File: config.mk
export PLATFORM = sky130hd
export DESIGN_NAME = bc_uart_tx_flat
export DESIGN_NICKNAME = d
export VERILOG_FILES = /design/src/rtl/bc_uart_tx_if.sv /design/src/rtl/bc_uart_tx.sv /design/src/flat_wrapper.sv
export SDC_FILE = /design/constraint.sdc
export NUM_CORES = 1
export LEC_CHECK = 0
export CORE_MARGIN = 1
export CORE_UTILIZATION = 40
export DETAILED_ROUTE_END_ITERATION = 16
export HOLD_SLACK_MARGIN = 0.12
export PLACE_DENSITY = 0.66
export RECOVER_POWER = 25
export SETUP_SLACK_MARGIN = 0.3
export SYNTH_ARGS = -nofsm -noshare
export SYNTH_HDL_FRONTEND = slang
export SYNTH_SLANG_ARGS = --single-unit
export TNS_END_PERCENT = 5
File: constraint.sdc
create_clock -name clk -period 4.2 [get_ports clk]
set_input_delay 1.26 -clock clk [delete_from_list [all_inputs] [get_ports clk]]
set_output_delay 1.26 -clock clk [all_outputs]
set_load 0.005 [all_outputs]
File: src/rtl/bc_uart_tx_if.sv
// Breadcrumb FIFO read port as seen by the UART transmitter.
// The master is the reader (it issues the pop strobe). The slave is the FIFO.
interface bc_uart_tx_if;
  logic        fifo_empty;
  logic [15:0] fifo_dout;
  logic        fifo_rd_en;

  modport master (input  fifo_empty, input  fifo_dout, output fifo_rd_en);
  modport slave  (output fifo_empty, output fifo_dout, input  fifo_rd_en);
endinterface

File: src/rtl/bc_uart_tx.sv
// Breadcrumb UART transmitter.
// Pops one 16-bit word from the breadcrumb FIFO and sends it as a 4-byte
// 8N1 frame: SYNC, HI, LO, CHK, where CHK = SYNC ^ HI ^ LO.
// All outputs come straight from flops.
module bc_uart_tx #(
  parameter int          CLKS_PER_BIT = 868,
  parameter logic [7:0]  SYNC_BYTE    = 8'hA5
) (
  input  logic                clk,
  input  logic                rst,
  input  logic                enable,
  bc_uart_tx_if.master        fifo,
  output logic                tx,
  output logic                busy,
  output logic                frame_done,
  output logic [15:0]         frame_count
);

  localparam int             CW       = $clog2(CLKS_PER_BIT);
  localparam logic [CW-1:0]  CNT_LAST = CW'(CLKS_PER_BIT - 1);
  // Bit slot inside a byte: 0 = start, 1..8 = d0..d7, 9 = stop.
  localparam logic [3:0]     BIT_STOP = 4'd9;
  localparam logic [1:0]     BYTE_CHK = 2'd3;

  typedef enum logic [1:0] {
    IDLE  = 2'd0,
    POP   = 2'd1,
    LATCH = 2'd2,
    SEND  = 2'd3
  } state_t;

  state_t          state_q, state_d;
  logic [15:0]     word_q, word_d;
  logic [7:0]      chk_q, chk_d;
  logic [1:0]      byte_idx_q, byte_idx_d;
  logic [3:0]      bit_idx_q, bit_idx_d;
  logic [CW-1:0]   cnt_q, cnt_d;
  logic            tx_q, tx_d;
  logic            rd_en_q, rd_en_d;
  logic            busy_q, busy_d;
  logic            done_q, done_d;
  logic [15:0]     frame_count_q, frame_count_d;
  logic [7:0]      cur_byte;

  // Byte currently on the line, selected by byte index.
  always_comb begin
    cur_byte = SYNC_BYTE;
    unique case (byte_idx_q)
      2'd0:    cur_byte = SYNC_BYTE;
      2'd1:    cur_byte = word_q[15:8];
      2'd2:    cur_byte = word_q[7:0];
      default: cur_byte = chk_q;
    endcase
  end

  // Next-state and registered-output logic. tx_d is the level for the
  // next cycle, so a bit boundary loads the value of the following slot.
  always_comb begin
    state_d       = state_q;
    word_d        = word_q;
    chk_d         = chk_q;
    byte_idx_d    = byte_idx_q;
    bit_idx_d     = bit_idx_q;
    cnt_d         = cnt_q;
    tx_d          = tx_q;
    rd_en_d       = 1'b0;
    busy_d        = busy_q;
    done_d        = 1'b0;
    frame_count_d = frame_count_q;

    unique case (state_q)
      IDLE: begin
        tx_d   = 1'b1;
        busy_d = 1'b0;
        if (enable && !fifo.fifo_empty) begin
          state_d = POP;
          rd_en_d = 1'b1;
          busy_d  = 1'b1;
        end
      end
      POP: begin
        // FIFO presents the popped word during the next cycle.
        state_d = LATCH;
      end
      LATCH: begin
        word_d     = fifo.fifo_dout;
        chk_d      = SYNC_BYTE ^ fifo.fifo_dout[15:8] ^ fifo.fifo_dout[7:0];
        byte_idx_d = 2'd0;
        bit_idx_d  = 4'd0;
        cnt_d      = '0;
        tx_d       = 1'b0;
        state_d    = SEND;
      end
      SEND: begin
        if (cnt_q != CNT_LAST) begin
          cnt_d = cnt_q + 1'b1;
        end else begin
          cnt_d = '0;
          if (bit_idx_q == BIT_STOP) begin
            if (byte_idx_q == BYTE_CHK) begin
              state_d       = IDLE;
              done_d        = 1'b1;
              busy_d        = 1'b0;
              tx_d          = 1'b1;
              frame_count_d = frame_count_q + 16'd1;
            end else begin
              // Next start bit follows the stop bit with no gap.
              byte_idx_d = byte_idx_q + 2'd1;
              bit_idx_d  = 4'd0;
              tx_d       = 1'b0;
            end
          end else begin
            bit_idx_d = bit_idx_q + 4'd1;
            tx_d      = (bit_idx_q == 4'd8) ? 1'b1 : cur_byte[bit_idx_q[2:0]];
          end
        end
      end
      default: state_d = IDLE;
    endcase
  end

  // State and output registers. Reset aborts any frame in flight.
  always_ff @(posedge clk or posedge rst) begin
    if (rst) begin
      state_q       <= IDLE;
      word_q        <= '0;
      chk_q         <= '0;
      byte_idx_q    <= '0;
      bit_idx_q     <= '0;
      cnt_q         <= '0;
      tx_q          <= 1'b1;
      rd_en_q       <= 1'b0;
      busy_q        <= 1'b0;
      done_q        <= 1'b0;
      frame_count_q <= '0;
    end else begin
      state_q       <= state_d;
      word_q        <= word_d;
      chk_q         <= chk_d;
      byte_idx_q    <= byte_idx_d;
      bit_idx_q     <= bit_idx_d;
      cnt_q         <= cnt_d;
      tx_q          <= tx_d;
      rd_en_q       <= rd_en_d;
      busy_q        <= busy_d;
      done_q        <= done_d;
      frame_count_q <= frame_count_d;
    end
  end

  assign fifo.fifo_rd_en = rd_en_q;
  assign tx              = tx_q;
  assign busy            = busy_q;
  assign frame_done      = done_q;
  assign frame_count     = frame_count_q;

endmodule

File: src/flat_wrapper.sv
// flat-port wrapper written by rule: the top's interface ports become plain ports
module bc_uart_tx_flat 
#(
  parameter int          CLKS_PER_BIT = 868,
  parameter logic [7:0]  SYNC_BYTE    = 8'hA5
)
  (clk, rst, enable, tx, busy, frame_done, frame_count, fifo_fifo_empty, fifo_fifo_dout, fifo_fifo_rd_en);
  bc_uart_tx_if fifo_i ();
  input  logic clk;
  input  logic rst;
  input  logic enable;
  output logic tx;
  output logic busy;
  output logic frame_done;
  output logic [15:0] frame_count;
  input wire logic [$bits(fifo_i.fifo_empty)-1:0] fifo_fifo_empty;
  input wire logic [$bits(fifo_i.fifo_dout)-1:0] fifo_fifo_dout;
  output wire logic [$bits(fifo_i.fifo_rd_en)-1:0] fifo_fifo_rd_en;
  assign fifo_i.fifo_empty = fifo_fifo_empty;
  assign fifo_i.fifo_dout = fifo_fifo_dout;
  assign fifo_fifo_rd_en = fifo_i.fifo_rd_en;
  bc_uart_tx #(.CLKS_PER_BIT(CLKS_PER_BIT), .SYNC_BYTE(SYNC_BYTE)) u_core (.clk(clk), .rst(rst), .enable(enable), .fifo(fifo_i), .tx(tx), .busy(busy), .frame_done(frame_done), .frame_count(frame_count));
endmodule
==> Word level (Yosys, flattened, before mapping) <==
Index checks and enable logic that the tools add are counted.
{ "totals": {"regBits": 62, "input_bits": 20, "out_inout_bits": 20, "elab_cells": 79} }
{ "classes": {"n_addsub": 4, "order_cmp": 1, "eq_ne": 15, "muxes": 32, "n_bitwise": 3, "n_reduce_logical": 13} }
{ "op_table": {"columns": ["cell", "count"], "rows": [
  ["one-hot mux 8 bit (3 select lines)", 1],
  ["one-hot mux 10 bit (2 select lines)", 1],
  ["adder 16 x 1 -> 16 bit (second input constant)", 1],
  ["AND reduction 4 bit", 4],
  ["two-way mux 2 bit", 7],
  ["two-way mux 1 bit", 13],
  ["two-way mux 4 bit", 3],
  ["adder 10 x 1 -> 10 bit (second input constant)", 1],
  ["two-way mux 10 bit", 1],
  ["!= test 10 bit (second input constant)", 1],
  ["equality test 2 bit (second input constant)", 4],
  ["equality test 4 bit (second input constant)", 2],
  ["one-hot mux 2 bit (4 select lines)", 1],
  ["one-hot mux 4 bit (2 select lines)", 1],
  ["XOR 8 bit", 1],
  ["!= test 2 x 1 -> 1 bit (second input constant)", 3],
  ["adder 4 x 1 -> 4 bit (second input constant)", 1],
  ["equality test 2 x 1 -> 1 bit (second input constant)", 2],
  ["zero test 2 bit", 2],
  ["less-than comparator 3 x 4 -> 1 bit (second input constant)", 1],
  ["!= test 2 bit (second input constant)", 2],
  ["NOT 4 bit", 1],
  ["one-hot mux 2 bit (2 select lines)", 1],
  ["nonzero test 2 bit", 2],
  ["11 further kinds", 11]
]} }

==> Longest topological paths before layout <==
Gate-level depths: netlist of the first run.
{ "depth": {"word_depth": 8, "ltp_mapped": 8, "mapped_depth_nobuf": 7} }

==> Worst setup path before layout of the first run <==
No wires, ideal clock.
{ "synth_path": {"path_type": "register -> register", "start": "register u_core.bit_idx_q[1]", "end": "register u_core.state_q[1]", "setup_time_ns": 0.125, "arrival_time_ns": 1.959, "t_required_ns": 4.075, "path_slack_ns": 2.116, "stages_incl_launch_ff": 7, "n_path_buf": 1, "period_less_slack_ns": 2.084, "path_cell_list": "dfrtp_1 > clkbuf_2 > nand4bb_1 > nor4_1 > a21boi_0 > a21oi_1 > mux2_2"} }
{ "synth_between": {"elab_chain_len": 3} }
{ "synth_lines": {"columns": ["item", "line", "text"], "rows": [
  ["from (decl)", "bc_uart_tx.sv:36", "logic [3:0] bit_idx_q, bit_idx_d;"],
  ["from (signal assigned)", "bc_uart_tx.sv:141", "bit_idx_q <= bit_idx_d;"],
  ["equality test 4 bit", "bc_uart_tx.sv:99", "if (bit_idx_q == BIT_STOP) begin"],
  ["!= test 2 x 1 -> 1 bit (no source line)", null, null],
  ["AND reduction 4 bit (no source line)", null, null],
  ["to (signal assigned)", "bc_uart_tx.sv:137", "state_q <= state_d;"],
  ["to (decl)", "bc_uart_tx.sv:32", "state_t state_q, state_d;"]
]} }
Every way passes these cells.
A chain may end at the register's enable or synchronous reset.

==> flow_results.org, run 1 <==
** Run status
- The run finished, with violations left.
- The checks that failed: max-capacitance violations, max-slew violations.

** Layout
- Area growth, synth to finish :: 22.2%
- Leaving out fill and tap cells, the most frequent cell in the layout is sky130_fd_sc_hd__dfrtp_1.
- After routing the design area is 0.00384 mm2.
- Most used cells in the layout excluding fill and tap cells :: 61 x sky130_fd_sc_hd__dfrtp_1, 22 x sky130_fd_sc_hd__nor2_1, 22 x sky130_fd_sc_hd__mux2_2, 21 x sky130_fd_sc_hd__clkdlybuf4s50_1, 20 x sky130_fd_sc_hd__o21ai_0
- Diode insertion count for antenna repair :: 0
- Post-layout net count :: 360
- Non-Filler Instances :: 434
- In the final layout, the share of cells above drive strength 1 is 15.5%.

** Yosys
- Of the synthesized area, sequential elements account for 49.3%.
- Yosys reg bits :: 62
- Nets in the synthesized netlist :: 318
- Number of synthesized flops with an enable pin :: 0
- Synthesis handed over a netlist of 289 instances.
- In the synthesized netlist the async set-or-reset flop fraction comes to 100%.
- Yosys printed 0 warnings.
- The synthesized netlist occupies a cell area of 0.00315 mm2.
- After synthesis, the netlist uses 52 different library cells.
- Among all flip-flop cells after synthesis, the most frequent one is sky130_fd_sc_hd__dfrtp_1.
- Each instance of the synthesized netlist takes up on average 10.9 um2.

** Detailed routing
- Met3 WL :: 184 um
- Met1 layer wirelength in the final routing :: 2880 um
- In this run the remaining antenna-violating nets after routing total 0.
- Dividing the detail-routed via count by the number of cells gives 5.29.
- Length of routed met2 wiring :: 2870 um
- For this block, the via count after detailed routing is 2294.
- Pre-antenna DRT Iters :: 4
- DR DRC count :: 0
- Routed signal wires occupy layers up through met4.
- In the final routed layout, each cell accounts on average for 13.9 um.
- Count of routing violations after the opening detailed-route iteration :: 82
- For this block, the routed nets add up to 6040 um of wire.

** Floorplan
- Effective utilization at floorplan :: 42.5%
- The die is 90.7 um wide.
- Cell Rows :: 31
- IO Count :: 40
- The die is 90.7 um tall.
- The floorplan step defined a core boundary enclosing 0.00741 mm2.
- The die covers 0.00823 mm2.

** Power
- VDD sags by at most 0.000317 V.
- Power comes to 2.05 mW.
- Dividing total power by cell area gives a power density of 532 mW/mm2.
- The analysis attributes to cell leakage a power of 1.65 nW.

** STA
- Final Slew Violations :: 46
- Slew HR :: -13.6%
- Final critical-path share of the clock period :: 69.8%
- The clock arrives with 0.00411 ns of skew.
- Setup repair after global routing left no endpoint under its margin.
- The clock period could shrink to 2.93 ns.
- Final hold violation count :: 0
- Maximum clock rate :: 341 MHz
- Setup violations remaining at the end of the flow were counted as 0.
- At the pin with the least slew margin, the transition time is 1.70 ns.
- Setup TNS :: 0 ns

** Placement
- DP HPWL :: 4310 um
- The number of placed instances, taps included, is 419.
- The congestion estimate from routability-driven global placement came to 0.810.
- Summing all placed instances gives a cell area of 0.00363 mm2.
- Buffers placed on the I/O ports in this run total 39.

** Clock network
- Count of cells resized by post-cts repair :: 0
- TritonCTS clock tree :: yes
- The cell sitting at the root of the clock tree is a sky130_fd_sc_hd__clkbuf_8.
- CTS H-tree lvls :: 3
- In this run, post-CTS hold repair placed 0 buffers.
- The number of setup buffers added after CTS is 0.
- The longest clock path from root to sink contains 2 buffers.
- # clock sinks :: 62
- Clock-pin slew was measured on the worst setup and hold paths at 0.07 ns.
- TritonCTS created 9 clock buffers.
- Insertion delay to the later sink of the worst-skew pair :: 0.33 ns

** Critical path
- Worst path slowest cell :: sky130_fd_sc_hd__inv_1
- Type of origin of the critical path :: primary input
- The critical path is of the primary input to async pin type.
- Worst path top cell family by delay :: buffers and inverters
- Data arrival at the endpoint of the critical path :: 3.45 ns
- Largest incremental delay on the critical path :: 1.21 ns
- Counting both buffers and inverters, the worst setup path holds a total of 3.
- Walking the worst path, the cells encountered are dlygate4sd3_1, inv_1, buf_4.
- Data required, critical path :: 4.72 ns
- STA classifies the critical path endpoint as an async pin.
- Crit-path max FO :: 45

** Global route
- The number of antenna violations at the first check in global routing came to 0.
- Global routing used 15.6% of the available tracks across all layers.
- First-pass GRT wire length :: 10300 um
- Via count of the first global-routing pass :: 2248
- Global-route congestion overflow total :: 0
- Pin count of the biggest net entering global routing :: 46

** Hold path
- Type of the most critical hold path :: flip-flop to flip-flop

** Job
- Max-cap violations in this run came to 1.
-- metal layers --
layer  track usage (%)  vias up
met5                 0        -
met4              6.45        0
met3              2.86        9
met2              25.4       43
met1              20.4     1116
li1                  -     1126
-- worst register-to-register path, cell delays in order, from the launching register on --
cell and delay, ns:
sky130_fd_sc_hd__dfrtp_1 0.40, sky130_fd_sc_hd__ha_1 0.25, sky130_fd_sc_hd__nand4bb_1 0.17, sky130_fd_sc_hd__or3_1 0.52, sky130_fd_sc_hd__nor3_1 0.65, sky130_fd_sc_hd__and4_4 0.33
sky130_fd_sc_hd__xor2_2 0.12
-- stage by stage --
stage	util (%)	hold WS, ns	setup WS [ns]
3_5_place_dp	49.0	0.468	1.54
4_1_cts	52.2	0.480	1.53
5_1_grt	51.9	0.496	0.903
6_report	51.9	0.477	1.27
2_1_floorplan	-	0.460	1.40
3_3_place_gp	49.0	0.462	1.55
-- cells in the mapped netlist (3+ instances only) --
cell,count,share of area (%)
sky130_fd_sc_hd__nand2_1,19,2.3
sky130_fd_sc_hd__a22o_1,3,0.84
sky130_fd_sc_hd__buf_2,4,0.64
sky130_fd_sc_hd__dfrtp_1,61,49
sky130_fd_sc_hd__xnor2_1,16,4.5
sky130_fd_sc_hd__o21ai_0,20,3.2
sky130_fd_sc_hd__nand4_1,6,1.2
sky130_fd_sc_hd__o31ai_1,7,1.7
sky130_fd_sc_hd__nor2_1,22,2.6
sky130_fd_sc_hd__nand3_1,9,1.4
sky130_fd_sc_hd__a221oi_1,7,1.9
sky130_fd_sc_hd__xor2_1,7,1.9
sky130_fd_sc_hd__and3_1,3,0.60
sky130_fd_sc_hd__nor3_1,5,0.80
sky130_fd_sc_hd__nor2b_1,4,0.80
sky130_fd_sc_hd__ha_1,9,3.6
sky130_fd_sc_hd__mux2_2,22,7.9
sky130_fd_sc_hd__a21oi_1,11,1.7
sky130_fd_sc_hd__inv_1,9,1.1
sky130_fd_sc_hd__a21o_1,3,0.72
sky130_fd_sc_hd__clkbuf_1,4,0.48
-- cells by family (layout without fill, tap and decap cells) --
logic type | after synthesis | count (layout) | share of synthesized area [%]
AO/OA/AOI/OAI | 64 | 64 | 13.6
XOR/XNOR | 24 | 24 | 6.92
multiplexers | 23 | 23 | 8.19
adder cells (fa/ha/maj) | 9 | 9 | 3.58
AND/OR/NAND/NOR | 86 | 86 | 15.5
buffers and inverters | 21 | 67 | 2.94
flip-flops | 62 | 62 | 49.3
-- power by group --
group / leakage [nW] / internal (mW) / switching (mW)
Clock: 0.119 / 0.406 / 0.225
Combinational: 0.733 / 0.284 / 0.281
Sequential: 0.798 / 0.756 / 0.0935
Total: 1.65 / 1.45 / 0.600
-- worst paths after layout --
check / startpoint / to / slack [ns] / cells past startpoint
max: rst / u_core.word_q[1] / 1.27 / 3
min: u_core.frame_count[15] / u_core.frame_count[15] / 0.48 / 1
max reg2reg: u_core.cnt_q[0] / u_core.frame_count[3] / 1.69 / 6
min reg2reg: u_core.frame_count[15] / u_core.frame_count[15] / 0.48 / 1
max in group clk: u_core.tx / tx / 1.55 / 1
min in group asynchronous: rst / u_core.word_q[5] / 1.90 / 2
-- area by class of cell --
| type | instances | area [um2] |
|---|---|---|
| Fill cell | 666 | 3560 |
| Sequential cell | 62 | 1550 |
| Multi-Input combinational cell | 206 | 1480 |
| Timing Repair Buffer | 43 | 420 |
| Clock buffer | 11 | 141 |
| Tap cell | 99 | 124 |
| Clock inverter | 4 | 95.1 |
| Inverter | 9 | 33.8 |
-- flip-flops by register name, indices dropped and copies added (netlist names) --
register                cells
u_core.frame_count         16
u_core.word_q              16
u_core.cnt_q               10
u_core.chk_q                8
u_core.bit_idx_q            4
u_core.byte_idx_q           2
u_core.state_q              2
u_core.busy                 1
u_core.fifo.fifo_rd_en      1
u_core.frame_done           1
u_core.tx                   1
Note: power is estimated with default switching activity, not from simulation.
==> inputs of run 2 (changes only) <==
clock period = 2.8 ns   (was 4.2 ns; I/O delays follow)
==> flow_results.org, run 2 (synthesis gave the netlist of run 1 again) <==
** Run status
- Result of the run :: completed

** Floorplan
- The number of placement rows is 31 (unchanged).
- The number of I/O pins was 40 (unchanged).
- The area of the core is 0.00741 mm2 (unchanged).
- Die ar. :: 0.00823 mm2 (unchanged)
- Effective utilization at floorplan :: 42.5% (unchanged)
- The chip height was 90.7 um (unchanged).
- Die width :: 90.7 um (unchanged)

** Layout
- The final antenna diode count is 0 (unchanged).
- Area growth, synth to finish :: 23.6%
- Most common library cell in the layout ignoring fill and taps :: sky130_fd_sc_hd__dfrtp_1
- The final net count was 364 (+1.1%).
- The layout cell share with drive strength beyond 1 came to 17.1% (+1.5 points).
- In the layout the commonest cells are 61 x sky130_fd_sc_hd__dfrtp_1, 37 x sky130_fd_sc_hd__clkdlybuf4s50_1, 22 x sky130_fd_sc_hd__nor2_1, 22 x sky130_fd_sc_hd__mux2_2, 20 x sky130_fd_sc_hd__o21ai_0.
- Non-Filler Instances :: 439 (+1.2%)
- Fill cell total of the finished layout :: 663 (-0.45%)

** Power
- The internal power came to 2.17 mW (+50%).
- Leakage power summed over all cells :: 1.71 nW (+3.5%)
- The share of total power in combinational logic is 29.2% (+1.6 points).
- The fraction of power consumed by the clock network came to 29.5% (-1.3 points).
- The power density normalized to cell area was 793 mW/mm2 (+49%).
- The switching part of the total power came to 29.7% (+0.36 points).
- Part of the power in registers :: 41.3% (-0.2 points)
- Highest ir drop seen on vdd :: 0.000438 V (+38%)
- The total net switching power was 0.915 mW (+52%).

** Placement
- # port buffers :: 39 (unchanged)
- The final weighted congestion of routability-driven global placement came to 0.976 (+21%).
- The detailed placement HPWL was 4490 um (+4.3%).
- Number of cells in the design after placement :: 423 (+0.95%)

** Critical path
- The largest individual stage delay along the critical path comes from the cell sky130_fd_sc_hd__clkbuf_1.
- The required time at the endpoint of the critical path is 3.02 ns (-1.70 ns).
- Critical Path, Cell by Cell :: inv_1, ha_1, clkbuf_1, mux2_2
- Crit-path max FO :: 29 (-36%)
- The worst reg2reg path depth was 4 (-2).
- Type of origin of the critical path :: flip-flop
- Largest incremental delay on the critical path :: 1.09 ns (-0.12 ns)
- The critical path is of the flip-flop to flip-flop type.
- Crit end category :: flip-flop
- Data arrival at the endpoint of the critical path :: 2.56 ns (-0.89 ns)

** Global route
- The number of antenna violations at the first check in global routing came to 0 (unchanged).
- Pin count of the biggest net entering global routing :: 33 (-28%)
- Via count of the first global-routing pass :: 2277 (+1.3%)
- Global routing usage summed across all routing layers :: 16.8% (+1.2 points)
- Global-route congestion overflow total :: 0 (unchanged)
- First-pass GRT wire length :: 10900 um (+5.7%)

** Detailed routing
- The routed length on met1 came to 2930 um (+1.8%).
- Routed length per placed instance :: 14.1 um (+1.5%)
- Top routing layer used :: met4
- The number of detailed-routing iterations run before antenna repair was 4 (unchanged).
- The per-cell via count in the routed design was 5.19 (-1.8%).
- Count of routing violations after the opening detailed-route iteration :: 82 (unchanged)
- Met3 WL :: 211 um (+15%)
- Vias :: 2278 (-0.70%)
- Length of routed met2 wiring :: 2960 um (+3.2%)
- DR DRC count :: 0 (unchanged)
- The wire length reported by the detailed router came to 6210 um (+2.7%).
- Antenna violation net count after detailed routing :: 0 (unchanged)

** STA
- Slew of the pin with the lowest slew margin :: 1.48 ns (-0.222 ns)
- The sum of negative setup slack is 0 ns (unchanged).
- Based on the critical path, the design can be clocked at up to 428 MHz.
- The minimum hold slack came to 0.468 ns (-0.00909 ns).
- Slew HR :: 1.34% (+15 points)
- The final count of hold timing violations is 0 (unchanged).
- The setup skew after layout was 0.00599 ns (+0.00188 ns).
- Final setup viols :: 0 (unchanged)
- The worst path needs 2.34 ns of the cycle, external delays included.
- Final critical-path share of the clock period :: 83.4%
- Setup repair after global routing missed its margin :: no
- Final Slew Violations :: 0 (-100%)

** Clock network
- The clock network latency to the later pin of the worst-skew pair is 0.34 ns (about the same).
- TritonCTS clock tree :: yes
- # clock sinks :: 62 (unchanged)
- CTS H-tree lvls :: 3 (unchanged)
- The buffer depth of the longest clock path was 2 (unchanged).
- The number of buffers added by the clock tree synthesis step came to 9 (unchanged).
- The clock-pin slew reported for the worst setup and hold paths after clock tree synthesis is 0.07 ns (about the same).
- The cell sitting at the root of the clock tree is a sky130_fd_sc_hd__clkbuf_8.
- The count of hold buffers inserted by post-cts repair was 0 (unchanged).
- Post-CTS setup buffer count :: 0 (unchanged)
- The post-cts repair resize count was 0 (unchanged).

** Hold path
- The path class of the tightest hold or removal check is flip-flop to flip-flop.
- The number of instances on the worst hold path came to 1 (unchanged).

** Job
- Max-cap violations :: 0 (-1)
## run 2: cell count changes in the layout (fill, tap and decap cells not counted)
cell                              previous run  this run
sky130_fd_sc_hd__nor3_4                      0         1
sky130_fd_sc_hd__dlygate4sd3_1              18         2
sky130_fd_sc_hd__nand3b_4                    0         1
sky130_fd_sc_hd__clkbuf_2                    0         1
sky130_fd_sc_hd__clkbuf_8                   10        12
sky130_fd_sc_hd__clkbuf_1                    1         2
sky130_fd_sc_hd__nor3_1                      6         5
sky130_fd_sc_hd__bufinv_16                   3         2
sky130_fd_sc_hd__clkdlybuf4s50_1            21        37
sky130_fd_sc_hd__buf_4                       4         6
sky130_fd_sc_hd__nand3b_1                    1         0
## run 2: path summary, 6_finish.rpt
check | slack, ns | end | start
max | 0.46 | u_core.chk_q[0] | u_core.state_q[0]
min | 0.47 | u_core.frame_count[15] | u_core.frame_count[15]
max reg2reg | 0.46 | u_core.chk_q[0] | u_core.state_q[0]
min reg2reg | 0.47 | u_core.frame_count[15] | u_core.frame_count[15]
max in group asynchronous | 0.54 | u_core.cnt_q[4] | rst
min in group asynchronous | 1.04 | u_core.chk_q[5] | rst
## run 2: final cells by class
type,instances,area (um2),share of cell area (%)
Sequential cell,62,1550,39.9
Multi-Input combinational cell,206,1500,38.6
Timing Repair Buffer,47,444,11.4
Clock buffer,13,169,4.34
Tap cell,99,124,3.18
Clock inverter,3,65.1,1.67
Inverter,9,33.8,0.868
## run 2: layer usage
metal | track usage [%] | up-vias
li1 | - | 1134
met1 | 21.2 | 1086
met2 | 27.0 | 48
met3 | 4.38 | 10
met4 | 7.26 | 0
met5 | 0 | -
## run 2: per-stage QoR
step | utilization (%) | area (um2) | setup WS [ns] | power [mW]
2_1_floorplan | - | 3150 | 0.420 | 1.91
3_3_place_gp | 49.6 | 3670 | 0.621 | 2.16
3_5_place_dp | 49.6 | 3670 | 0.580 | 2.20
4_1_cts | 52.8 | 3910 | 0.562 | 3.12
5_1_grt | 52.5 | 3890 | 0.259 | 3.28
6_report | 52.5 | 3890 | 0.465 | 3.08
## run 2: power groups by stage
stage | clock network [mW] | logic [mW] | registers [mW]
finish | 0.908 | 0.900 | 1.27
global route | 0.974 | 1.00 | 1.31
CTS | 0.938 | 0.912 | 1.28
detailed placement | 0 | 0.906 | 1.29
global placement | 0 | 0.884 | 1.28
floorplan | 0 | 0.665 | 1.25
## run 2: critical path, delay by kind of cell, from the launching register on
family / cells / cell delay, ns
flops: 1 / 0.39
buf+inv: 2 / 1.17
mux: 1 / 0.44
fa+ha+maj: 1 / 0.20
